**config.mk**
```make
export PLATFORM = sky130hd
export DESIGN_NAME = mmio_uart_tx
export DESIGN_NICKNAME = d
export VERILOG_FILES = /design/src/rtl/control_types.sv /design/src/rtl/uart_pkg.sv /design/src/rtl/sync_fifo.sv /design/src/rtl/mmio_uart_tx.sv
export SDC_FILE = /design/constraint.sdc
export NUM_CORES = 1
export LEC_CHECK = 0
export ABC_AREA = 1
export CAP_MARGIN = 20
export CORE_ASPECT_RATIO = 1.1
export CORE_MARGIN = 1.5
export CORE_UTILIZATION = 52
export CTS_BUF_LIST = sky130_fd_sc_hd__clkbuf_8
export CTS_CLUSTER_SIZE = 28
export DETAILED_ROUTE_END_ITERATION = 16
export GPL_ROUTABILITY_DRIVEN = 1
export GPL_TIMING_DRIVEN = 0
export PLACE_DENSITY = 0.8
export SYNTH_ARGS = -nofsm -noshare
export SYNTH_HDL_FRONTEND = slang
export SYNTH_SLANG_ARGS = --single-unit
```
**constraint.sdc**
```tcl
create_clock -name clk -period 4.5 [get_ports clk]
set_input_delay 0.45 -clock clk [delete_from_list [all_inputs] [get_ports clk]]
set_output_delay 0.45 -clock clk [all_outputs]
set_load 0.03 [all_outputs]
```
**src/rtl/control_types.sv**
```systemverilog
// rtl/control_types.sv - shared CPU memory-access control types
package control_types;

  typedef enum logic [2:0] {
    MEM_BYTE,
    MEM_HALF,
    MEM_WORD,
    MEM_BYTE_U,
    MEM_HALF_U
  } mem_op_t;

endpackage

```
**src/rtl/uart_pkg.sv**
```systemverilog
// rtl/uart_pkg.sv - register map, status bit positions and FSM states for mmio_uart_tx
package uart_pkg;

  localparam logic [1:0] REG_TXDATA  = 2'd0;
  localparam logic [1:0] REG_STATUS  = 2'd1;
  localparam logic [1:0] REG_BAUDDIV = 2'd2;
  localparam logic [1:0] REG_CTRL    = 2'd3;

  localparam int STAT_BUSY      = 0;
  localparam int STAT_FULL      = 1;
  localparam int STAT_EMPTY     = 2;
  localparam int STAT_OVF       = 3;
  localparam int STAT_COUNT_LSB = 8;

  typedef enum logic [1:0] {
    IDLE,
    START,
    DATA,
    STOP
  } tx_state_t;

endpackage

```
**src/rtl/sync_fifo.sv**
```systemverilog
// rtl/sync_fifo.sv - single-clock FIFO; pushes when full and pops when empty are ignored
module sync_fifo #(
  parameter int WIDTH = 8,
  parameter int DEPTH = 8
) (
  input  logic                   clk,
  input  logic                   reset,
  input  logic                   push,
  input  logic                   pop,
  input  logic [WIDTH-1:0]       wdata,
  output logic [WIDTH-1:0]       rdata,
  output logic                   full,
  output logic                   empty,
  output logic [$clog2(DEPTH):0] count
);

  localparam int AW = $clog2(DEPTH);

  logic [WIDTH-1:0] mem [DEPTH];
  logic [AW-1:0]    wr_ptr;
  logic [AW-1:0]    rd_ptr;
  logic             do_push;
  logic             do_pop;

  assign full    = (count == (AW + 1)'(DEPTH));
  assign empty   = (count == '0);
  assign do_push = push && !full;
  assign do_pop  = pop && !empty;
  assign rdata   = mem[rd_ptr];

  always_ff @(posedge clk) begin
    if (do_push) mem[wr_ptr] <= wdata;
  end

  // Pointers are exactly AW bits wide, so they wrap by natural overflow
  always_ff @(posedge clk) begin
    if (reset) begin
      wr_ptr <= '0;
      rd_ptr <= '0;
      count  <= '0;
    end else begin
      if (do_push) wr_ptr <= wr_ptr + 1'b1;
      if (do_pop)  rd_ptr <= rd_ptr + 1'b1;
      case ({do_push, do_pop})
        2'b10:   count <= count + 1'b1;
        2'b01:   count <= count - 1'b1;
        default: count <= count;
      endcase
    end
  end

endmodule

```
**src/rtl/mmio_uart_tx.sv**
```systemverilog
// rtl/mmio_uart_tx.sv - memory-mapped 8N1 UART transmitter with TX FIFO
module mmio_uart_tx
  import uart_pkg::*;
  import control_types::*;
#(
  parameter int          FIFO_DEPTH  = 8,
  parameter logic [15:0] DEFAULT_DIV = 16'd868
) (
  input  logic        clk,
  input  logic        reset,
  input  logic        sel,
  input  logic        wr_en,
  input  mem_op_t     mem_ctrl,
  input  logic [31:0] addr,
  input  logic [31:0] data_in,
  output logic [31:0] data_out,
  output logic        tx,
  output logic        irq
);

  localparam int CW = $clog2(FIFO_DEPTH) + 1;

  tx_state_t     state;
  logic [7:0]    shift;
  logic [15:0]   bit_cnt;
  logic [15:0]   baud_div;
  logic [2:0]    bit_idx;
  logic          ovf;
  logic          tx_q;
  logic [7:0]    fifo_rdata;
  logic          fifo_full;
  logic          fifo_empty;
  logic [CW-1:0] fifo_count;
  logic          store;
  logic [1:0]    reg_sel;
  logic          push;
  logic          pop;
  logic          bit_end;
  logic [15:0]   reload;
  logic          unused_bits;

  assign store   = sel && wr_en;
  assign reg_sel = addr[3:2];
  assign push    = store && (reg_sel == REG_TXDATA);
  assign bit_end = (bit_cnt == 16'd0);
  assign reload  = baud_div - 16'd1;
  assign pop     = !fifo_empty && ((state == IDLE) || ((state == STOP) && bit_end));

  // Access size and the undecoded address/data bits do not affect this peripheral
  assign unused_bits = ^{mem_ctrl, addr[31:4], addr[1:0], data_in[31:16]};

  sync_fifo #(
    .WIDTH(8),
    .DEPTH(FIFO_DEPTH)
  ) u_fifo (
    .clk  (clk),
    .reset(reset),
    .push (push),
    .pop  (pop),
    .wdata(data_in[7:0]),
    .rdata(fifo_rdata),
    .full (fifo_full),
    .empty(fifo_empty),
    .count(fifo_count)
  );

  always_ff @(posedge clk) begin
    if (reset) begin
      baud_div <= DEFAULT_DIV;
      ovf      <= 1'b0;
    end else begin
      if (push && fifo_full) begin
        ovf <= 1'b1;
      end else if (store && (reg_sel == REG_CTRL) && data_in[0]) begin
        ovf <= 1'b0;
      end
      if (store && (reg_sel == REG_BAUDDIV)) begin
        baud_div <= (data_in[15:0] == 16'd0) ? 16'd1 : data_in[15:0];
      end
    end
  end

  // bit_cnt counts down the cycles of the current bit and reloads from
  // baud_div at every boundary, so a divider change applies from the next bit
  always_ff @(posedge clk) begin
    if (reset) begin
      state   <= IDLE;
      tx_q    <= 1'b1;
      shift   <= 8'd0;
      bit_cnt <= 16'd0;
      bit_idx <= 3'd0;
    end else begin
      case (state)
        IDLE: begin
          if (pop) begin
            shift   <= fifo_rdata;
            bit_cnt <= reload;
            tx_q    <= 1'b0;
            state   <= START;
          end
        end
        START: begin
          if (bit_end) begin
            bit_cnt <= reload;
            bit_idx <= 3'd0;
            tx_q    <= shift[0];
            state   <= DATA;
          end else begin
            bit_cnt <= bit_cnt - 16'd1;
          end
        end
        DATA: begin
          if (bit_end) begin
            bit_cnt <= reload;
            if (bit_idx == 3'd7) begin
              tx_q  <= 1'b1;
              state <= STOP;
            end else begin
              shift   <= shift >> 1;
              tx_q    <= shift[1];
              bit_idx <= bit_idx + 3'd1;
            end
          end else begin
            bit_cnt <= bit_cnt - 16'd1;
          end
        end
        STOP: begin
          if (bit_end) begin
            if (pop) begin
              shift   <= fifo_rdata;
              bit_cnt <= reload;
              tx_q    <= 1'b0;
              state   <= START;
            end else begin
              state <= IDLE;
            end
          end else begin
            bit_cnt <= bit_cnt - 16'd1;
          end
        end
        default: begin
          tx_q  <= 1'b1;
          state <= IDLE;
        end
      endcase
    end
  end

  assign tx  = tx_q;
  assign irq = fifo_empty && (state == IDLE);

  always_comb begin
    data_out = 32'd0;
    if (sel) begin
      case (reg_sel)
        REG_STATUS: begin
          data_out[STAT_COUNT_LSB +: 8] = 8'(fifo_count);
          data_out[STAT_BUSY]           = (state != IDLE);
          data_out[STAT_FULL]           = fifo_full;
          data_out[STAT_EMPTY]          = fifo_empty;
          data_out[STAT_OVF]            = ovf;
        end
        REG_BAUDDIV: data_out[15:0] = baud_div;
        REG_CTRL:    data_out[0]    = ovf;
        default:     data_out       = 32'd0;
      endcase
    end
  end

endmodule

```
# == After elaboration in Yosys (flattened, before gate mapping) ==
# Memories as Yosys holds them, arrays and structs flattened. A register that Yosys moved wholly into a read port is not among the register bits.
# Index checks and enable logic that the tools add are counted.
# totals
register_bits,57
ramBits,64
word_cells,102
mem_count,1
# op_classes
addsub,7
n_eq_ne,16
n_mux,39
reduce_logical,29
# memory_table
name,words,width,read_ports,rd_clocked_by_memory_dff,wr,line_no,rtl
u_fifo.mem,8,8,1,1,1,sync_fifo.sv:19,logic [WIDTH-1:0] mem [DEPTH];
# ops
operator,count
$mux 16,5
$pmux 16 s3,1
$logic_not 16->1,2
$mux 8,4
$sub 16x1->16 const B,2
$pmux 8 s3,1
$pmux 8 s2,1
$mux 3,5
$pmux 3 s2,2
$logic_and 1x1->1,11
$eq 2x2->1 const B,5
$mux 1,10
$mux 2,5
$ne 2x2->1 const B,5
$add 3x1->3 const B,3
$pmux 2 s4,1
$pmux 4 s2,1
$reduce_and 4->1,2
$reduce_bool 2->1,4
$eq 2x1->1 const B,3
$reduce_and 5->1,1
$add 4x1->4 const B,1
$eq 4x4->1 const B,1
$logic_not 2->1,2
other kinds (12),13

# == Depth between registers and ports, before layout ==
# depth
ltp_word,7
depth_mapped,18
mapped_depth_nobuf,17

# == Cells and area by module ==
# A second synthesis with hierarchy kept.
# unflattened
hier_cells,894
hier_area_um2,6985.4
# by_module_without_submodules
mod,n_inst,cells_each,area_each_um2,seq_area_each_um2
mmio_uart_tx,1,618,3769.9,940.9
sync_fifo,1,276,3215.6,2182.1

# == Least setup slack after synthesis ==
# Ideal clock, no wire load.
# synth_timing
path_type,reg-to-reg
start,register bit_cnt[0]
end,register u_fifo.count[2]
setup_time_ns,0.115
arrival_time_ns,2.298
slack_ns,2.087
stages_incl_launch_ff,19
path_buffers,1
path_cell_list,dfxtp_1 > inv_1 > ha_1 > nand2_2 > nor2_4 > nand3_4 > nand2_8 > nand2_8 > inv_2 > buf_4 > ha_1 > nand2_1 > inv_1 > nor2_1 > ha_1 > a21oi_1 > xor2_1 > o21ai_0 > inv_1
# synth_between
elab_chain_len,7
# synth_rtl
item,line_no,rtl
from (decl),mmio_uart_tx.sv:25,logic [15:0] bit_cnt;
from (signal assigned),mmio_uart_tx.sv:97,bit_cnt <= reload;
from (signal assigned),mmio_uart_tx.sv:104,bit_cnt <= reload;
from (signal assigned),mmio_uart_tx.sv:109,bit_cnt <= bit_cnt - 16'd1;
$logic_not 16->1 (*),mmio_uart_tx.sv:45,assign bit_end = (bit_cnt == 16'd0);
$logic_and 1x1->1 (*),mmio_uart_tx.sv:47,assign pop = !fifo_empty && ((state == IDLE) || ((state == STOP) && bit_end));
$logic_or 1x1->1 (*),mmio_uart_tx.sv:47,
$logic_and 1x1->1 (*),mmio_uart_tx.sv:47,
$logic_and 1x1->1 (*),sync_fifo.sv:28,assign do_pop = pop && !empty;
named net u_fifo.do_pop,sync_fifo.sv:23,logic do_pop;
$eq 2x1->1 / $eq 2x2->1 (equally long branches),sync_fifo.sv:44,"case ({do_push, do_pop})"
$pmux 4 s2 / $reduce_bool 2->1 (equally long branches),--,
to (signal assigned),sync_fifo.sv:45,2'b10: count <= count + 1'b1;
to (signal assigned),sync_fifo.sv:46,2'b01: count <= count - 1'b1;
to (signal assigned),sync_fifo.sv:47,default: count <= count;
to (decl),sync_fifo.sv:14,output logic [$clog2(DEPTH):0] count
# Mark *: on every way through the listed nets, which the timed path passes. The rest lies on a longest branch.
# A chain may end at the register's enable or synchronous reset.

# == Worst setup path after layout ==
# layout_timing
start,input port addr[2]
end,output port data_out[0]
# layout_between
elab_chain_len,3
# layout_rtl
item,line_no,rtl
from (decl),mmio_uart_tx.sv:14,"input logic [31:0] addr,"
$eq 2x2->1 / $eq 2x1->1 (equally long branches),mmio_uart_tx.sv:155,case (reg_sel)
$pmux 1 s3 (*),mmio_uart_tx.sv:155,
$mux 16 (*),mmio_uart_tx.sv:154,if (sel) begin
to (decl),mmio_uart_tx.sv:16,"output logic [31:0] data_out,"
# Mark *: on every way between the ends. The rest lies on a longest branch, timed or not.

==> metrics.cfg <==
[power]
powerDensity_nw_per_um2 = 583
p_seq_share_pct = 30.9
power_frac_comb_pct = 47.5
internal_power_uw = 2580
netSwitchingPower_uw = 2070
power_frac_clock_pct = 21.7
p_leak_uw = 0.00335
irDropWorstVdd_uv = 410
p_sw_share_pct = 44.5

[placement]
port_buffers = 39
dpl_cell_area_um2 = 7590
hpwl_mm = 12.9
pre_cts_ws_ns = 1.34
place_congestion = 0.939

[grt]
grt_util_all_layers_pct = 26.2
grt-ovfl-total = 0
grt_pass1_vias = 5850
antenna_found_initial = 0
grt_pass1_wl_mm = 28.4
grt_max_degree = 17

[worst_hold_path]
holdPathStages = 2
worstHoldStart = shift[0]
hold_end = shift[0]
hp-class = reg2reg

[yosys]
synth_top_area_share_pct = 27.7
netlist_top_cells_area = edfxtp_1, dfxtp_1, nand2_1
synth_flop_cell = edfxtp_1
ys_types = 44
ys_async_sr_fraction_pct = 0
yosys.cell_count.top_type = nand2_1
synth_edf_count = 64
avgSynthCellArea_um2 = 7.75
synth_seq_cells = 124
yosysTopAreaCell = edfxtp_1
yosysSeqAreaShare_pct = 45.0
synthCells = 895
yosysWarningCount = 0
synth_area_um2 = 6940
synth_top_cells_by_count = nand2_1, nor2_1, nand3_1

[final_layout]
antenna_cells = 0
drive_gt1_share_pct = 8.87
final_cell_area_um2 = 7990
finish.utilization_pct = 61.0
num-nets-final = 1059
syn_to_final_growth_pct = 15.2

[timing]
slew_headroom_pct = 35.2
finalSetupViolations = 0
drv_slew = 0
tightest_slew_ns = 0.968
finalWorstSetupSlack_ns = 1.32
hold_viol = 0
period_minus_slack_ns = 3.18
clock-skew-final_ns = 0.0108
fin_crit_sh_pct = 70.6
grt_setup_unrepaired = false
setup_tns_ns = 0
clock.fmax_ghz = 0.315

[die]
dieHeight_um = 124
core_um2 = 13100
start_util_pct = 53.0
placementRows = 44
io-pin-count = 105
die-area_um2 = 14000
die_x_um = 113

[clock_network]
cts_setup_buffers = 0
clock_sinks = 124
cts_tree = yes
cts_root_buf = clkbuf_8
htreeDepth = 4
clk_pin_slew_worst_paths_ns = 0.07
cts_buffer_depth = 2
insertion_delay_ns = 0.45
cts-hold-fix-buffers = 0
cts_buffers = 17
cts_resized = 0

[critical_path]
start_kind = input pin
cp.required_ns = 4.05
rrSetupSlack_ns = 1.67
crit_fanout = 10
cp_num_buf_inv = 5
path_class = in2out
end_kind = primary output
regToRegEndpoint = u_fifo.count[2]
crit_chain = clkdlybuf4s50_1, inv_1, ha_1, inv_1, clkbuf_1, o22ai_1, a21oi_1, nor3_1, clkdlybuf4s50_1
arrival_ns = 2.73
cp_top_family = buffers and inverters
cp_slowest_cell = clkdlybuf4s50_1
slowest_delay_ns = 0.60
r2r-start = state[0]
r2r_cells = 16

[routing]
routed_wl_mm = 17.8
top_layer = met4
vias = 6301
drtIter0Drc = 592
wl_met3_mm = 1.31
drt-wirelength-per-cell_um = 15.6
drc = 0
dr.pass1.iters = 6
wl_met1_mm = 7.45
wl_met2_mm = 8.52
antenna_left = 0
routed_via_density = 5.52

[status]
status = finished clean

[job]
drv_cap = 0

metal layers:
metal,global-route usage (%),vias to the layer above
met1,32.4,2870
met3,5.26,58
met4,11.0,0
met2,45.3,292
met5,0,-
li1,-,3081
tightest hold or removal path: cells and delay by family (launching register included):
kind	cells	cell delay, ns
AO/OA/AOI/OAI	1	0.06
buffers and inverters	1	0.07
flip-flops	1	0.30
area by class of cell:
class	instances	area (um^2)
clock buffers	18	248
inverters	91	345
repair buffers	39	390
multi-input cells	650	3250
well taps	161	201
fillers	1182	5110
clock inverters	14	156
plain buffers	45	275
flip-flops and latches	124	3120
worst max-delay path by stage:
stage / start / to / slack, ns / depth (start not counted)
floorplan: bit_cnt[0] / u_fifo.count[2] / 2.09 / 18
global placement: addr[2] / data_out[0] / 1.36 / 9
detailed placement: addr[2] / data_out[0] / 1.34 / 9
CTS: addr[2] / data_out[0] / 1.33 / 9
global route: addr[2] / data_out[0] / 1.15 / 9
finish: addr[2] / data_out[0] / 1.32 / 9
registers in the layout, summed over array words and instances, names as in the netlist, named ones only:
| name | cells |
|---|---|
| bit_cnt | 16 |
| u_fifo.rd_ptr | 3 |
| ovf | 1 |
| state | 2 |
| u_fifo.wr_ptr | 3 |
| u_fifo.mem | 64 |
| baud_div | 16 |
| tx | 1 |
| shift | 8 |
| bit_idx | 3 |
| u_fifo.count | 4 |
power groups by stage:
| stage | Combinational [uW] | Clock, uW | Sequential (uW) |
|---|---|---|---|
| 2_1_floorplan | 1670 | 0 | 1430 |
| 3_3_place_gp | 2120 | 0 | 1450 |
| 3_5_place_dp | 2170 | 0 | 1460 |
| 4_1_cts | 2180 | 1020 | 1430 |
| 5_1_grt | 2460 | 1060 | 1450 |
| 6_report | 2210 | 1010 | 1440 |
metrics by stage:
stage,hold WS (ns),total power [uW],cells
finish,0.461,4660,1142
global route,0.496,4970,1142
CTS,0.463,4630,1142
detailed placement,0.448,3620,1110
global placement,0.446,3570,1110
floorplan,0.427,3100,910
logic make-up (layout without fill, tap and decap cells):
family                   Yosys count  after routing  share of synthesized area [%]
AND/OR/NAND/NOR                  467            467                           29.9
adder cells (fa/ha/maj)           20             20                           3.61
buffers and inverters            136            207                           8.94
other                              1             16                         0.0541
XOR/XNOR                          13             13                           1.64
flip-flops                       124            124                           45.0
AO/OA/AOI/OAI                    134            134                           10.9
placed cells by master, fill, tap and decap left out, types with 20 or more instances in the layout:
master,instances
o21ai_0,47
ha_1,20
nand2_1,222
dfxtp_1,60
nand3_1,87
a21oi_1,46
clkdlybuf4s50_1,39
inv_1,86
nor2_1,113
clkbuf_1,20
edfxtp_1,64
Note: power is estimated with default switching activity, not from simulation.
